`src/rtl/gpio_bank_pkg.sv`:
```
// gpio_bank_pkg: register offsets, reset constants and pin limit shared by the gpio_bank slice
package gpio_bank_pkg;
  localparam int MAX_PINS = 32;
  localparam logic [7:0] OFF_DATA = 8'h00;
  localparam logic [7:0] OFF_OUT  = 8'h04;
  localparam logic [7:0] OFF_OEB  = 8'h08;
  localparam logic [7:0] OFF_PU   = 8'h0C;
  localparam logic [7:0] OFF_PD   = 8'h10;
  localparam logic [7:0] OFF_REN  = 8'h14;
  localparam logic [7:0] OFF_FEN  = 8'h18;
  localparam logic [7:0] OFF_IRQ  = 8'h1C;
  localparam logic [7:0] OFF_DEB  = 8'h20;
  localparam logic [MAX_PINS-1:0] OEB_RST = '1;
endpackage

```
`src/rtl/gpio_bank_if.sv`:
```
// gpio_bank_if: iomem-style memory bus between the wishbone adapter (master) and a peripheral (slave)
interface gpio_bank_if;
  logic        iomem_valid;
  logic [31:0] iomem_addr;
  logic [3:0]  iomem_wstrb;
  logic [31:0] iomem_wdata;
  logic [31:0] iomem_rdata;
  logic        iomem_ready;
  modport master (output iomem_valid, iomem_addr, iomem_wstrb, iomem_wdata, input iomem_rdata, iomem_ready);
  modport slave  (input iomem_valid, iomem_addr, iomem_wstrb, iomem_wdata, output iomem_rdata, iomem_ready);
endinterface

```
`src/rtl/gpio_bank_pin_filter.sv`:
```
// gpio_bank_pin_filter: one pin's synchroniser, optional debounce (GPIO_BANK_DEBOUNCE_EN) and edge detect
module gpio_bank_pin_filter #(
  parameter int SYNC_STAGES = 2,
  parameter int DEBOUNCE_W  = 8
) (
  input  logic                  clk,
  input  logic                  resetn,
  input  logic                  pad,
  input  logic                  armed,
  input  logic [DEBOUNCE_W-1:0] debounce,
  output logic                  filt,
  output logic                  rise,
  output logic                  fall
);
  logic [SYNC_STAGES-1:0] sync;
  logic prev;
  always_ff @(posedge clk) begin
    sync <= resetn ? {sync[SYNC_STAGES-2:0], pad} : '0;
    prev <= resetn ? filt : 1'b0;
  end
`ifdef GPIO_BANK_DEBOUNCE_EN
  logic [DEBOUNCE_W-1:0] cnt;
  logic held;
  // >= keeps a lowered threshold from letting cnt run past it and wrap
  always_ff @(posedge clk)
    if (!resetn) begin
      cnt  <= '0;
      held <= 1'b0;
    end else if (sync[SYNC_STAGES-1] == held) cnt <= '0;
    else if (cnt >= debounce) begin
      cnt  <= '0;
      held <= sync[SYNC_STAGES-1];
    end else cnt <= cnt + 1'b1;
  assign filt = (debounce == '0) ? sync[SYNC_STAGES-1] : held;
`else
  logic unused_debounce;
  assign unused_debounce = ^debounce;
  assign filt = sync[SYNC_STAGES-1];
`endif
  assign rise = armed & filt & ~prev;
  assign fall = armed & ~filt & prev;
endmodule

```
`src/rtl/gpio_bank.sv`:
```
// gpio_bank: multi-pin GPIO bank on the iomem bus with latched edge interrupts; debounce built with GPIO_BANK_DEBOUNCE_EN
module gpio_bank
  import gpio_bank_pkg::*;
#(
  parameter logic [31:0] BASE_ADR    = 32'h2100_0000,
  parameter int          N_PINS      = 16,
  parameter int          SYNC_STAGES = 2,
  parameter int          DEBOUNCE_W  = 8
) (
  input  logic              clk,
  input  logic              resetn,
  gpio_bank_if.slave        bus,
  input  logic [N_PINS-1:0] gpio_in_pad,
  output logic [N_PINS-1:0] gpio_out,
  output logic [N_PINS-1:0] gpio_oeb,
  output logic [N_PINS-1:0] gpio_pu,
  output logic [N_PINS-1:0] gpio_pd,
  output logic              irq
);
  localparam logic [31:0] PIN_MASK = 32'hFFFF_FFFF >> (MAX_PINS - N_PINS);
  localparam logic [31:0] DEB_MASK = 32'hFFFF_FFFF >> (32 - DEBOUNCE_W);
  localparam int ARM_W = $clog2(SYNC_STAGES + 2);
  localparam logic [ARM_W-1:0] ARM_DONE = ARM_W'(SYNC_STAGES + 1);
  logic hit, wr, armed, ready_q;
  logic [7:0] off;
  logic [31:0] bmask, wdata, rd, rdata_q, st_d;
  logic [31:0] out_q, oeb_q, pu_q, pd_q, ren_q, fen_q, st_q, deb_q;
  logic [N_PINS-1:0] filt, rise, fall;
  logic [ARM_W-1:0] arm_cnt;
  assign off   = bus.iomem_addr[7:0];
  assign wdata = bus.iomem_wdata;
  assign hit   = bus.iomem_valid & ~ready_q & (bus.iomem_addr[31:8] == BASE_ADR[31:8]);
  assign wr    = hit & |bus.iomem_wstrb;
  assign bmask = {{8{bus.iomem_wstrb[3]}}, {8{bus.iomem_wstrb[2]}}, {8{bus.iomem_wstrb[1]}}, {8{bus.iomem_wstrb[0]}}};
  assign armed = arm_cnt == ARM_DONE;
  assign bus.iomem_ready = ready_q;
  assign bus.iomem_rdata = rdata_q;
  function automatic logic [31:0] upd(input logic [31:0] cur, input logic [7:0] o, input logic [31:0] keep);
    return (wr && off == o) ? ((cur & ~bmask) | (wdata & bmask)) & keep : cur;
  endfunction
  // a new edge is OR-ed in after the W1C clear so a same-cycle set wins
  assign st_d = ((st_q & ~((wr && off == OFF_IRQ) ? wdata & bmask : '0)) |
                 (32'(rise) & ren_q) | (32'(fall) & fen_q)) & PIN_MASK;
  always_comb
    case (off)
      OFF_DATA: rd = 32'(filt);
      OFF_OUT:  rd = out_q;
      OFF_OEB:  rd = oeb_q;
      OFF_PU:   rd = pu_q;
      OFF_PD:   rd = pd_q;
      OFF_REN:  rd = ren_q;
      OFF_FEN:  rd = fen_q;
      OFF_IRQ:  rd = st_q;
      OFF_DEB:  rd = deb_q;
      default:  rd = '0;
    endcase
  always_ff @(posedge clk)
    if (!resetn) begin
      ready_q <= 1'b0;
      rdata_q <= '0;
      out_q   <= '0;
      oeb_q   <= OEB_RST & PIN_MASK;
      pu_q    <= '0;
      pd_q    <= '0;
      ren_q   <= '0;
      fen_q   <= '0;
      st_q    <= '0;
      irq     <= 1'b0;
      arm_cnt <= '0;
    end else begin
      ready_q <= hit;
      rdata_q <= hit ? rd : '0;
      out_q   <= upd(upd(out_q, OFF_DATA, PIN_MASK), OFF_OUT, PIN_MASK);
      oeb_q   <= upd(oeb_q, OFF_OEB, PIN_MASK);
      pu_q    <= upd(pu_q, OFF_PU, PIN_MASK);
      pd_q    <= upd(pd_q, OFF_PD, PIN_MASK);
      ren_q   <= upd(ren_q, OFF_REN, PIN_MASK);
      fen_q   <= upd(fen_q, OFF_FEN, PIN_MASK);
      st_q    <= st_d;
      irq     <= |st_d;
      arm_cnt <= armed ? arm_cnt : arm_cnt + 1'b1;
    end
`ifdef GPIO_BANK_DEBOUNCE_EN
  always_ff @(posedge clk) deb_q <= resetn ? upd(deb_q, OFF_DEB, DEB_MASK) : '0;
`else
  assign deb_q = '0;
`endif
  for (genvar i = 0; i < N_PINS; i++) begin : g_pin
    gpio_bank_pin_filter #(.SYNC_STAGES(SYNC_STAGES), .DEBOUNCE_W(DEBOUNCE_W)) u_filt (
      .clk(clk), .resetn(resetn), .pad(gpio_in_pad[i]), .armed(armed),
      .debounce(deb_q[DEBOUNCE_W-1:0]), .filt(filt[i]), .rise(rise[i]), .fall(fall[i]));
  end
  assign gpio_out = out_q[N_PINS-1:0];
  assign gpio_oeb = oeb_q[N_PINS-1:0];
  assign gpio_pu  = pu_q[N_PINS-1:0];
  assign gpio_pd  = pd_q[N_PINS-1:0] & ~pu_q[N_PINS-1:0];
endmodule

```
`src/flat_wrapper.sv`:
```
// flat-port wrapper written by rule: the top's interface ports become plain ports
module gpio_bank_flat import gpio_bank_pkg::*;
#(
  parameter logic [31:0] BASE_ADR    = 32'h2100_0000,
  parameter int          N_PINS      = 16,
  parameter int          SYNC_STAGES = 2,
  parameter int          DEBOUNCE_W  = 8
)
  (clk, resetn, gpio_in_pad, gpio_out, gpio_oeb, gpio_pu, gpio_pd, irq, bus_iomem_valid, bus_iomem_addr, bus_iomem_wstrb, bus_iomem_wdata, bus_iomem_rdata, bus_iomem_ready);
  gpio_bank_if bus_i ();
  input  logic clk;
  input  logic resetn;
  input  logic [N_PINS-1:0] gpio_in_pad;
  output logic [N_PINS-1:0] gpio_out;
  output logic [N_PINS-1:0] gpio_oeb;
  output logic [N_PINS-1:0] gpio_pu;
  output logic [N_PINS-1:0] gpio_pd;
  output logic irq;
  input wire logic [$bits(bus_i.iomem_valid)-1:0] bus_iomem_valid;
  input wire logic [$bits(bus_i.iomem_addr)-1:0] bus_iomem_addr;
  input wire logic [$bits(bus_i.iomem_wstrb)-1:0] bus_iomem_wstrb;
  input wire logic [$bits(bus_i.iomem_wdata)-1:0] bus_iomem_wdata;
  output wire logic [$bits(bus_i.iomem_rdata)-1:0] bus_iomem_rdata;
  output wire logic [$bits(bus_i.iomem_ready)-1:0] bus_iomem_ready;
  assign bus_i.iomem_valid = bus_iomem_valid;
  assign bus_i.iomem_addr = bus_iomem_addr;
  assign bus_i.iomem_wstrb = bus_iomem_wstrb;
  assign bus_i.iomem_wdata = bus_iomem_wdata;
  assign bus_iomem_rdata = bus_i.iomem_rdata;
  assign bus_iomem_ready = bus_i.iomem_ready;
  gpio_bank #(.BASE_ADR(BASE_ADR), .N_PINS(N_PINS), .SYNC_STAGES(SYNC_STAGES), .DEBOUNCE_W(DEBOUNCE_W)) u_core (.clk(clk), .resetn(resetn), .bus(bus_i), .gpio_in_pad(gpio_in_pad), .gpio_out(gpio_out), .gpio_oeb(gpio_oeb), .gpio_pu(gpio_pu), .gpio_pd(gpio_pd), .irq(irq));
endmodule
```
`config.mk`:
```
export PLATFORM = sky130hd
export DESIGN_NAME = gpio_bank_flat
export DESIGN_NICKNAME = d
export VERILOG_FILES = /design/src/rtl/gpio_bank_pkg.sv /design/src/rtl/gpio_bank_if.sv /design/src/rtl/gpio_bank_pin_filter.sv /design/src/rtl/gpio_bank.sv /design/src/flat_wrapper.sv
export SDC_FILE = /design/constraint.sdc
export NUM_CORES = 1
export LEC_CHECK = 0
export CAP_MARGIN = 5
export CORE_UTILIZATION = 35
export CTS_CLUSTER_DIAMETER = 120
export DETAILED_ROUTE_END_ITERATION = 10
export GPL_TIMING_DRIVEN = 0
export PLACE_DENSITY = 0.64
export SLEW_MARGIN = 30
export SYNTH_ARGS = -nofsm -noshare
export SYNTH_HDL_FRONTEND = slang
export SYNTH_SLANG_ARGS = --single-unit
```
`constraint.sdc`:
```
create_clock -name clk -period 2.1 [get_ports clk]
set_input_delay 0.42 -clock clk [delete_from_list [all_inputs] [get_ports clk]]
set_output_delay 0.42 -clock clk [all_outputs]
set_load 0.005 [all_outputs]
```
==> After elaboration in Yosys (flattened, before gate mapping) <==
Cells that the tools add are included.
{ "op_classes": {"reduce_logical": 13, "n_eq_ne": 9, "mux": 4, "add_sub_neg": 1, "bitwise": 125} }
{ "ops": {"columns": ["operator", "count"], "rows": [
  ["32-bit one-hot mux with 8 select lines", 1],
  ["16-bit bitwise AND", 12],
  ["16-bit OR", 9],
  ["1-bit bitwise AND", 67],
  ["16-bit NOT", 3],
  ["1-bit NOT", 34],
  ["8-bit by 5-bit == test with 1-bit output, second input constant", 4],
  ["16-bit 2-to-1 mux", 2],
  ["32-bit 2-to-1 mux", 1],
  ["24-bit by 22-bit == test with 1-bit output, second input constant", 1],
  ["8-bit by 4-bit == test with 1-bit output, second input constant", 2],
  ["16-bit OR reduction", 1],
  ["8-bit by 3-bit == test with 1-bit output, second input constant", 1],
  ["1-bit logical AND", 8],
  ["8-bit zero test", 1],
  ["4-bit OR reduction", 1],
  ["2-bit by 1-bit adder with 2-bit output, second input constant", 1],
  ["2-bit == test, second input constant", 1],
  ["2-bit AND reduction", 1],
  ["2-bit OR reduction", 1]
]} }
{ "totals": {"reg_bits": 212, "elab_cells": 196} }

==> Depth between registers and ports, before layout <==
Gate-level depths: netlist of the first run.
{ "depth": {"ltp_word": 11, "mapped_depth": 8, "ltp_nobuf": 6} }

==> Modules after synthesis <==
Synthesis of the first run repeated with hierarchy kept, for this count alone.
{ "hier_totals": {"cells_unflattened": 769, "area_unflattened_um2": 7643.6} }
{ "by_module_without_submodules": {"columns": ["mod", "cells_each", "area_each_um2", "n_inst"], "rows": [
  ["gpio_bank", 641, 6082.1, 1],
  ["gpio_bank_pin_filter", 8, 97.6, 16]
]} }

==> Worst setup path before layout of the first run <==
OpenSTA, ideal clock, no wires.
{ "synth_path": {"path_type": "input-to-reg", "from": "input port bus_iomem_addr[18]", "to": "register u_core.irq", "n_path_buf": 0, "path_slack_ps": -67, "t_arrival_ps": 2021, "setup_time_ps": 146, "stages": 6, "cell_sequence": "nor4_2 nand2_2 nor4_4 nand3_1 a2111oi_1 a41oi_1"} }
{ "synth_between": {"elab_chain_len": 10} }
{ "synth_lines": {"columns": ["element", "line", "source"], "rows": [
  ["start: declaration", "flat_wrapper.sv:20", "input wire logic [$bits(bus_i.iomem_addr)-1:0] bus_iomem_addr;"],
  ["24-bit by 22-bit == test with 1-bit output", "gpio_bank.sv:32", "assign hit = bus.iomem_valid & ~ready_q & (bus.iomem_addr[31:8] == BASE_ADR[31:8]);"],
  ["1-bit bitwise AND", "gpio_bank.sv:32", null],
  ["1-bit bitwise AND", "gpio_bank.sv:33", "assign wr = hit & |bus.iomem_wstrb;"],
  ["1-bit logical AND", "gpio_bank.sv:42", "assign st_d = ((st_q & ~((wr && off == OFF_IRQ) ? wdata & bmask : '0)) |"],
  ["16-bit 2-to-1 mux", "gpio_bank.sv:42", null],
  ["16-bit NOT", "gpio_bank.sv:42", null],
  ["16-bit bitwise AND", "gpio_bank.sv:42", null],
  ["16-bit OR", "gpio_bank.sv:42", null],
  ["16-bit OR", "gpio_bank.sv:43", "(32'(rise) & ren_q) | (32'(fall) & fen_q)) & PIN_MASK;"],
  ["16-bit OR reduction", "gpio_bank.sv:80", "irq <= |st_d;"],
  ["end signal: assignment", "gpio_bank.sv:80", null],
  ["end: declaration", "gpio_bank.sv:18", "output logic irq"]
]} }
Every way passes these cells.
A chain may end at the register's enable or synchronous reset.

==> Worst setup path in the final report of the first run <==
{ "layout_path": {"from": "input port bus_iomem_addr[3]", "to": "register u_core.irq"} }
{ "layout_between": {"elab_chain_len": 8} }
{ "layout_lines": {"columns": ["element", "line"], "rows": [
  ["8-bit by 5-bit == test with 1-bit output", "gpio_bank.sv:42"],
  ["1-bit logical AND", "gpio_bank.sv:42"],
  ["16-bit 2-to-1 mux", "gpio_bank.sv:42"],
  ["16-bit NOT", "gpio_bank.sv:42"],
  ["16-bit bitwise AND", "gpio_bank.sv:42"],
  ["16-bit OR", "gpio_bank.sv:42"],
  ["16-bit OR", "gpio_bank.sv:43"],
  ["16-bit OR reduction", "gpio_bank.sv:80"]
]} }
Every way passes these cells.

==> results of run 1 <==
## Yosys cell counts (all sizes together), types with 16 or more instances
cell type  count  share of area
nor2b         16          0.013
nand2        231           0.11
nand3         35          0.023
nor2          16         0.0079
a21oi        104          0.069
a22oi         18          0.018
o21ai         20          0.013
and2          62          0.051
buf           29          0.024
dfxtp        180           0.48
clkbuf        39          0.019
and3b         18          0.021
## cells by family after synthesis
kind of cell / Yosys count
buf+inv: 73
mux: 21
simple gates: 422
compound gates: 192
flops: 180
fa+ha+maj: 1
xor+xnor: 1
other cells: 1
## layer usage
layer  vias up  GRT usage  share of wire
met2       415      0.411           0.46
met5         -          0              0
li1       3505          -              -
met3        92     0.0541          0.086
met4         0      0.133          0.050
met1      3545      0.326           0.41
## repair_timing
action	CTS	global route
buffers inserted	22	10
resized for setup	140	58
pin swaps	56	26
endpoints found under the hold margin	0	0
gates cloned	3	0
endpoints found under the setup margin	117	105
## path summary, 6_finish.rpt
| kind | depth (start not counted) | endpoint | slack, ps |
|---|---|---|---|
| worst max-delay path | 9 | u_core.irq | -130 |
| worst min-delay path | 1 | u_core.g_pin[8].u_filt.sync[1] | 430 |
| worst min register to register | 1 | u_core.g_pin[8].u_filt.sync[1] | 430 |
| worst max register to register | 8 | u_core.irq | -110 |
## layout make-up
cell class,instances,area [um2],share of cell area
multi-input combinational,653,4190,0.379
sequential,180,3600,0.326
timing repair buffer,185,1880,0.170
clock buffer,21,460,0.0417
buffer,64,455,0.0412
tap,275,344,0.0311
clock inverter,11,101,0.00917
inverter,5,18.8,0.00170
## metrics by stage
stage | setup WS (ps) | utilization
2_1_floorplan | -8.55 | -
3_3_place_gp | -1410 | 0.450
5_1_grt | -181 | 0.524
6_report | -130 | 0.524
4_1_cts | -139 | 0.512
3_5_place_dp | -1380 | 0.450
## power breakdown
| part | internal [mW] | switching [mW] | leakage (nW) | total [mW] |
|---|---|---|---|---|
| logic | 0.205 | 0.257 | 2.41 | 0.462 |
| registers | 3.46 | 0.0262 | 1.46 | 3.48 |
| clock network | 1.70 | 1.39 | 0.278 | 3.09 |
## worst max-delay path: stages
cell             delay [ps]
clkdlybuf4s50_1         480
and4bb_2                340
buf_8                   150
buf_4                   110
nand3_1                 110
o31ai_4                 240
nand4_1                 140
nor4_2                  340
a41oi_2                 180
==> summary.md, run 1 <==
| Metric | Value |
|---|---|
| Clock Root Buffer | `clkbuf_16` |
| Layout cells sized above 1 | `0.181` |
| Register bit count reported by yosys | `between 150 and 200` |
| Largest net degree at the start of global routing | `17` |
| Routed Antenna Nets | `0` |
| Setup Crit Path Kind | `in2reg` |
| Worst Path Required | `about 2400 ps` |
| Library cells used by synthesis | `50` |
| Hold WC Path Type | `reg2reg` |
| Max cap viols | `0` |
| RSZ-0062 raised after global routing | `yes` |
| First-pass GRT wire length | `42000 um` |
| Gr usage total | `0.257` |
| EDFF count, synth | `0` |
| Final GP Congestion | `~0.92` |
| DR vias/cell | `5.42` |
| Most used DFF post-synth | `dfxtp_1` |
| CP startpoint | `bus_iomem_addr[3]` |
| Failing checks | `negative setup slack` |
| CP arrival | `2520 ps` |
| Die Span Y | `149 um` |
| Fin nets | `approximately 1200` |
| Vias in the first global route | `between 7000 and 8000` |
| Slew @ Worst Pin | `between 900 and 1000 ps` |
| Worst hold start | `u_core.g_pin[8].u_filt.sync[0]` |
| Vias | `7557` |
| Global route total overflow | `0` |
| Hold WS | `roughly 430 ps` |
| CTS buffer count | `17` |
| Post-Syn Area per Cell | `~8.5 um2` |
| Synth Area in XOR/XNOR | `0.00116` |
| Post-DP HPWL | `roughly 20000 um` |
| Residual DRC | `0` |
| Max H-tree Level | `4` |
| Status | `finished with violations` |
| Num Clock Sinks | `180` |
| Asr flop ratio synth | `0` |
| Relative slew slack | `0.400` |
| Crit Path Max Fanout | `5` |
| Crit path capture type | `flop` |
| Pre-antenna DRT Iters | `6` |
| Die Area | `22200 um2` |
| Simple-Gate Fraction of Synth Area | `0.293` |
| IO buf count | `150` |
| Static leakage | `roughly 4.1 nW` |
| Finished Layout Cells | `1394` |
| Post-Syn Area | `between 7000 and 8000 um2` |
| Site row count | `53` |
| Setup-failing EPs final | `8` |
| Final WS setup | `-130 ps` |
| Die width | `approximately 150 um` |
| # fillers | `1954` |
| Ant diodes | `0` |
| Design Power | `around 7 mW` |
| Max-slew violations | `0` |
| Pwr dens | `637 nW/um2` |
| Worst Skew | `a little over 8 ps` |
| Part of the cycle the worst path needs | `1.06` |
| Highest clock rate | `approximately 450 MHz` |
| Largest family of logic cells by synthesized area | `simple AND/OR/NAND/NOR gates` |
| Total I/O pin count | `roughly 190` |
| Post-synthesis mux area share | `0.0294` |
| Adder-cell share of the synthesized area | `0.00165` |
| Placed Instances | `1331` |
| Most frequent cells in the layout | `nand2_1, dfxtp_1, clkdlybuf4s50_1` |
| Initial Utilization | `0.359` |
| Detailed Route WL | `28500 um` |
| Compound-Gate Fraction of Synth Area | `0.152` |
| Worst vdd ir | `around 0.00059 V` |
| Synth warn | `0` |
| Seq/Total Area, Yosys | `0.476` |
| R2R Path Start | `u_core.bus.iomem_ready` |
| P&R area growth vs syn | `45.9%` |
| Mapped Cells | `a little under 900` |
| Commonest non-fill, non-tap cell in the layout | `nand2_1` |
| Core ar. | `21100 um2` |
| Post-route cell area | `about 11000 um2` |
| Critical Path Source Type | `primary input` |
| Final min period | `2230 ps` |
| TritonCTS clock tree | `yes` |
| Hold buffers post-CTS | `0` |
| Initial antenna violation count | `0` |
| Worst-path clk slew | `~70 ps` |
| Final Hold Viols | `0` |
| Starting DRT DRC Count | `about 800` |
| Placed Instance Area | `~9500 um2` |
| Clock Tree Buf Depth | `2` |
| Setup_tns | `-217 ps` |
| Clk Latency, worst-skew pair | `between 400 and 500 ps` |
| WL per Instance | `a little over 20 um` |
Power figures use the tool's default switching activity.
==> run 2: changes to the inputs <==
clock period = 1.9 ns   (was 2.1 ns; I/O delays follow)
==> run 2 against run 1 <==
  * Die area unchanged
  * Flip-flop and latch count stayed put
  * Register-to-register slack got worse by 250 ps
  * First-iteration DRC count is 16% lower
  * The run still ends with negative setup slack left
  * Setup slack worse by 250 ps
  * Global-route usage is 1.6 points lower
  * Clock skew up 1.4 ps
==> summary.md, run 2 (synthesized netlist as in run 1, its figures left out) <==
| Metric | Value |
|---|---|
| Final min period | `approximately 2300 ps` |
| Crit Path Max Fanout | `10 (+5)` |
| Layout cells sized above 1 | `0.288 (+0.107)` |
| Wl on met1 | `11700 um (+0.85%)` |
| Final Hold Viols | `0 (unchanged)` |
| Max H-tree Level | `4 (unchanged)` |
| Residual DRC | `0 (unchanged)` |
| Worst Path Required | `2190 ps (-200 ps)` |
| Pwr dens | `704 nW/um2 (+11%)` |
| Vias in the first global route | `6870 (-4.0%)` |
| Site row count | `53 (unchanged)` |
| R2R Setup Slk | `-360 ps (-250 ps)` |
| CP dominant cell by count | `buf_6` |
| RSZ-0062 raised after global routing | `yes` |
| Ant diodes | `0 (unchanged)` |
| Worst-path clk slew | `70 ps (about the same)` |
| Post-route cell area | `11300 um2 (+1.9%)` |
| Commonest non-fill, non-tap cell in the layout | `dfxtp_1` |
| Status | `finished with violations` |
| Post-DP HPWL | `19400 um (-1.1%)` |
| R2R Path Start | `u_core.bus.iomem_ready` |
| Hold WC Path Type | `reg2reg` |
| Slew @ Worst Pin | `833 ps (-67.2 ps)` |
| Final WS setup | `-384 ps (-254 ps)` |
| Starting DRT DRC Count | `695 (-16%)` |
| Placed Instance Area | `9520 um2 (+0.21%)` |
| Logic pwr share | `0.065 (about the same)` |
| Fin nets | `1181 (-1.1%)` |
| Largest net degree at the start of global routing | `17 (unchanged)` |
| Design Power | `7.93 mW (+13%)` |
| Worst Skew | `9.51 ps (+1.36 ps)` |
| Most frequent cells in the layout | `dfxtp_1, nand2_1, clkdlybuf4s50_1` |
| Die width | `149 um (unchanged)` |
| Initial Utilization | `0.359 (unchanged)` |
| Max cap viols | `0 (unchanged)` |
| Gr usage total | `0.241 (-0.0161)` |
| Core ar. | `21100 um2 (unchanged)` |
| CP peak stage delay | `520 ps (+40 ps)` |
| Worst r2r path cells | `7 (-1)` |
| Finished Layout Cells | `1381 (-0.93%)` |
| CP cell instances | `clkdlybuf4s50_1 -> nor4b_4 -> buf_6 -> buf_6 -> nand3_1 -> o31ai_4 -> nand4_1 -> a2111oi_4 -> a41oi_2` |
| Sw power | `1.84 mW (+9.8%)` |
| Critical Path Source Type | `primary input` |
| Crit path capture type | `flop` |
| Vias | `7357 (-2.6%)` |
| Global route total overflow | `0 (unchanged)` |
| Static leakage | `4.10 nW (-1.1%)` |
| Hold Path Stages | `1 (unchanged)` |
| Setup Crit Path Kind | `in2reg` |
| Top layer used by detailed routing | `met4` |
| Clock Tree Buf Depth | `2 (unchanged)` |
| Worst vdd ir | `0.000635 V (+6.9%)` |
| TritonCTS clock tree | `yes` |
| Highest clock rate | `438 MHz` |
| Setup-failing EPs final | `102 (+94)` |
| Failing checks | `negative setup slack` |
| WL per Instance | `19.5 um (-4.4%)` |
| Pre-antenna DRT Iters | `5 (-1)` |
| Worst hold start | `u_core.g_pin[2].u_filt.sync[0]` |
| Worst hold endpoint | `u_core.g_pin[2].u_filt.sync[1]` |
| # fillers | `1909 (-2.3%)` |
| Num Clock Sinks | `180 (unchanged)` |
| Clk Latency, worst-skew pair | `440 ps (about the same)` |
| Total I/O pin count | `185 (unchanged)` |
| Relative slew slack | `0.445 (+0.0448)` |
| Seq pwr share | `0.485 (-0.010)` |
| Die Area | `22200 um2 (unchanged)` |
| Met2 Routed Length | `12100 um (-7.3%)` |
| CTS buffer count | `17 (unchanged)` |
| Final GP Congestion | `0.912 (-1.2%)` |
| First-pass GRT wire length | `40000 um (-4.8%)` |
| Internal power | `6.09 mW (+14%)` |
| Max-slew violations | `0 (unchanged)` |
| Placed Instances | `1331 (unchanged)` |
| Die Span Y | `149 um (unchanged)` |
| CP arrival | `2570 ps (+50 ps)` |
| Initial antenna violation count | `1 (+1)` |
| Clock Root Buffer | `clkbuf_16` |
| Clock power share | `0.449 (+0.010)` |
| DR vias/cell | `5.33 (-1.7%)` |
| IO buf count | `150 (unchanged)` |
| P&R area growth vs syn | `48.7%` |
| Crit path max-delay cell type | `clkdlybuf4s50_1` |
| Detailed Route WL | `27000 um (-5.3%)` |
| Routed Antenna Nets | `0 (unchanged)` |
| Part of the cycle the worst path needs | `1.20` |
| R2R Path End | `u_core.irq` |
| Sw frac | `0.232 (-0.00603)` |
| Routed met3 length | `2510 um (+2.7%)` |
run 2: cell count changes in the layout (fill, tap and decap cells not counted), moves of 5 or more:
cell and change:
nand2_1 -68, o31ai_4 -6, clkbuf_8 +7, dfxtp_1 -14, a21oi_2 +33, nand2_4 +6, a21oi_1 -33, and2_1 -5
o31ai_2 +6, buf_4 -7, dfxtp_2 +13, nand2_2 +60, buf_6 -6
run 2: through the flow:
step / TNS (ps) / utilization / hold WS [ps] / setup slack (ps)
floorplan: -361 / - / 412 / -169
global placement: -146440 / 0.451 / 414 / -1640
detailed placement: -148800 / 0.451 / 417 / -1620
CTS: -12000 / 0.523 / 431 / -312
global route: -26100 / 0.534 / 451 / -442
finish: -16410 / 0.534 / 432 / -384
run 2: final cells by class:
cell class / instances / area [um2] / area share
clock inverters: 10 / 124 / 0.0110
multi-input cells: 653 / 4480 / 0.398
well taps: 275 / 344 / 0.0306
flip-flops and latches: 180 / 3620 / 0.322
repair buffers: 175 / 1730 / 0.153
clock buffers: 22 / 474 / 0.0421
inverters: 5 / 18.8 / 0.00167
plain buffers: 61 / 464 / 0.0412
run 2: worst max path at each step:
stage	from	end	slack (ps)	cells past startpoint
floorplan	bus_iomem_addr[22]	u_core.irq	-170	5
global placement	bus_iomem_addr[5]	flop	-1640	8
detailed placement	bus_iomem_addr[5]	flop	-1620	8
CTS	u_core.bus.iomem_ready	u_core.irq	-310	7
global route	bus_iomem_addr[4]	u_core.irq	-440	9
finish	bus_iomem_addr[4]	u_core.irq	-380	9
run 2: power groups by stage:
stage          registers, mW  logic [mW]  clock network (mW)
3_3_place_gp            3.93       0.476                   0
5_1_grt                 3.85       0.548                3.75
6_report                3.85       0.519                3.56
4_1_cts                 3.85       0.506                3.58
2_1_floorplan           3.92       0.197                   0
3_5_place_dp            3.93       0.481                   0
run 2: per-layer routing:
layer | up-vias | GRT usage
li1 | 3471 | -
met1 | 3463 | 0.327
met2 | 375 | 0.367
met3 | 48 | 0.0541
met4 | 0 | 0.101
met5 | - | 0
run 2: worst max-delay path, delay by kind of cell:
kind,cells,cell delay [ps]
and+or+nand+nor,3,550
buffers and inverters,3,840
AOI/OAI and AO/OA,3,790
run 2: timing repair:
item | in CTS | in global routing
resized for setup | 247 | 79
setup endpoints to repair | 131 | 142
cloned | 1 | 0
pin swaps | 93 | 18
buffers inserted | 20 | 4
hold buffers | 0 | 0
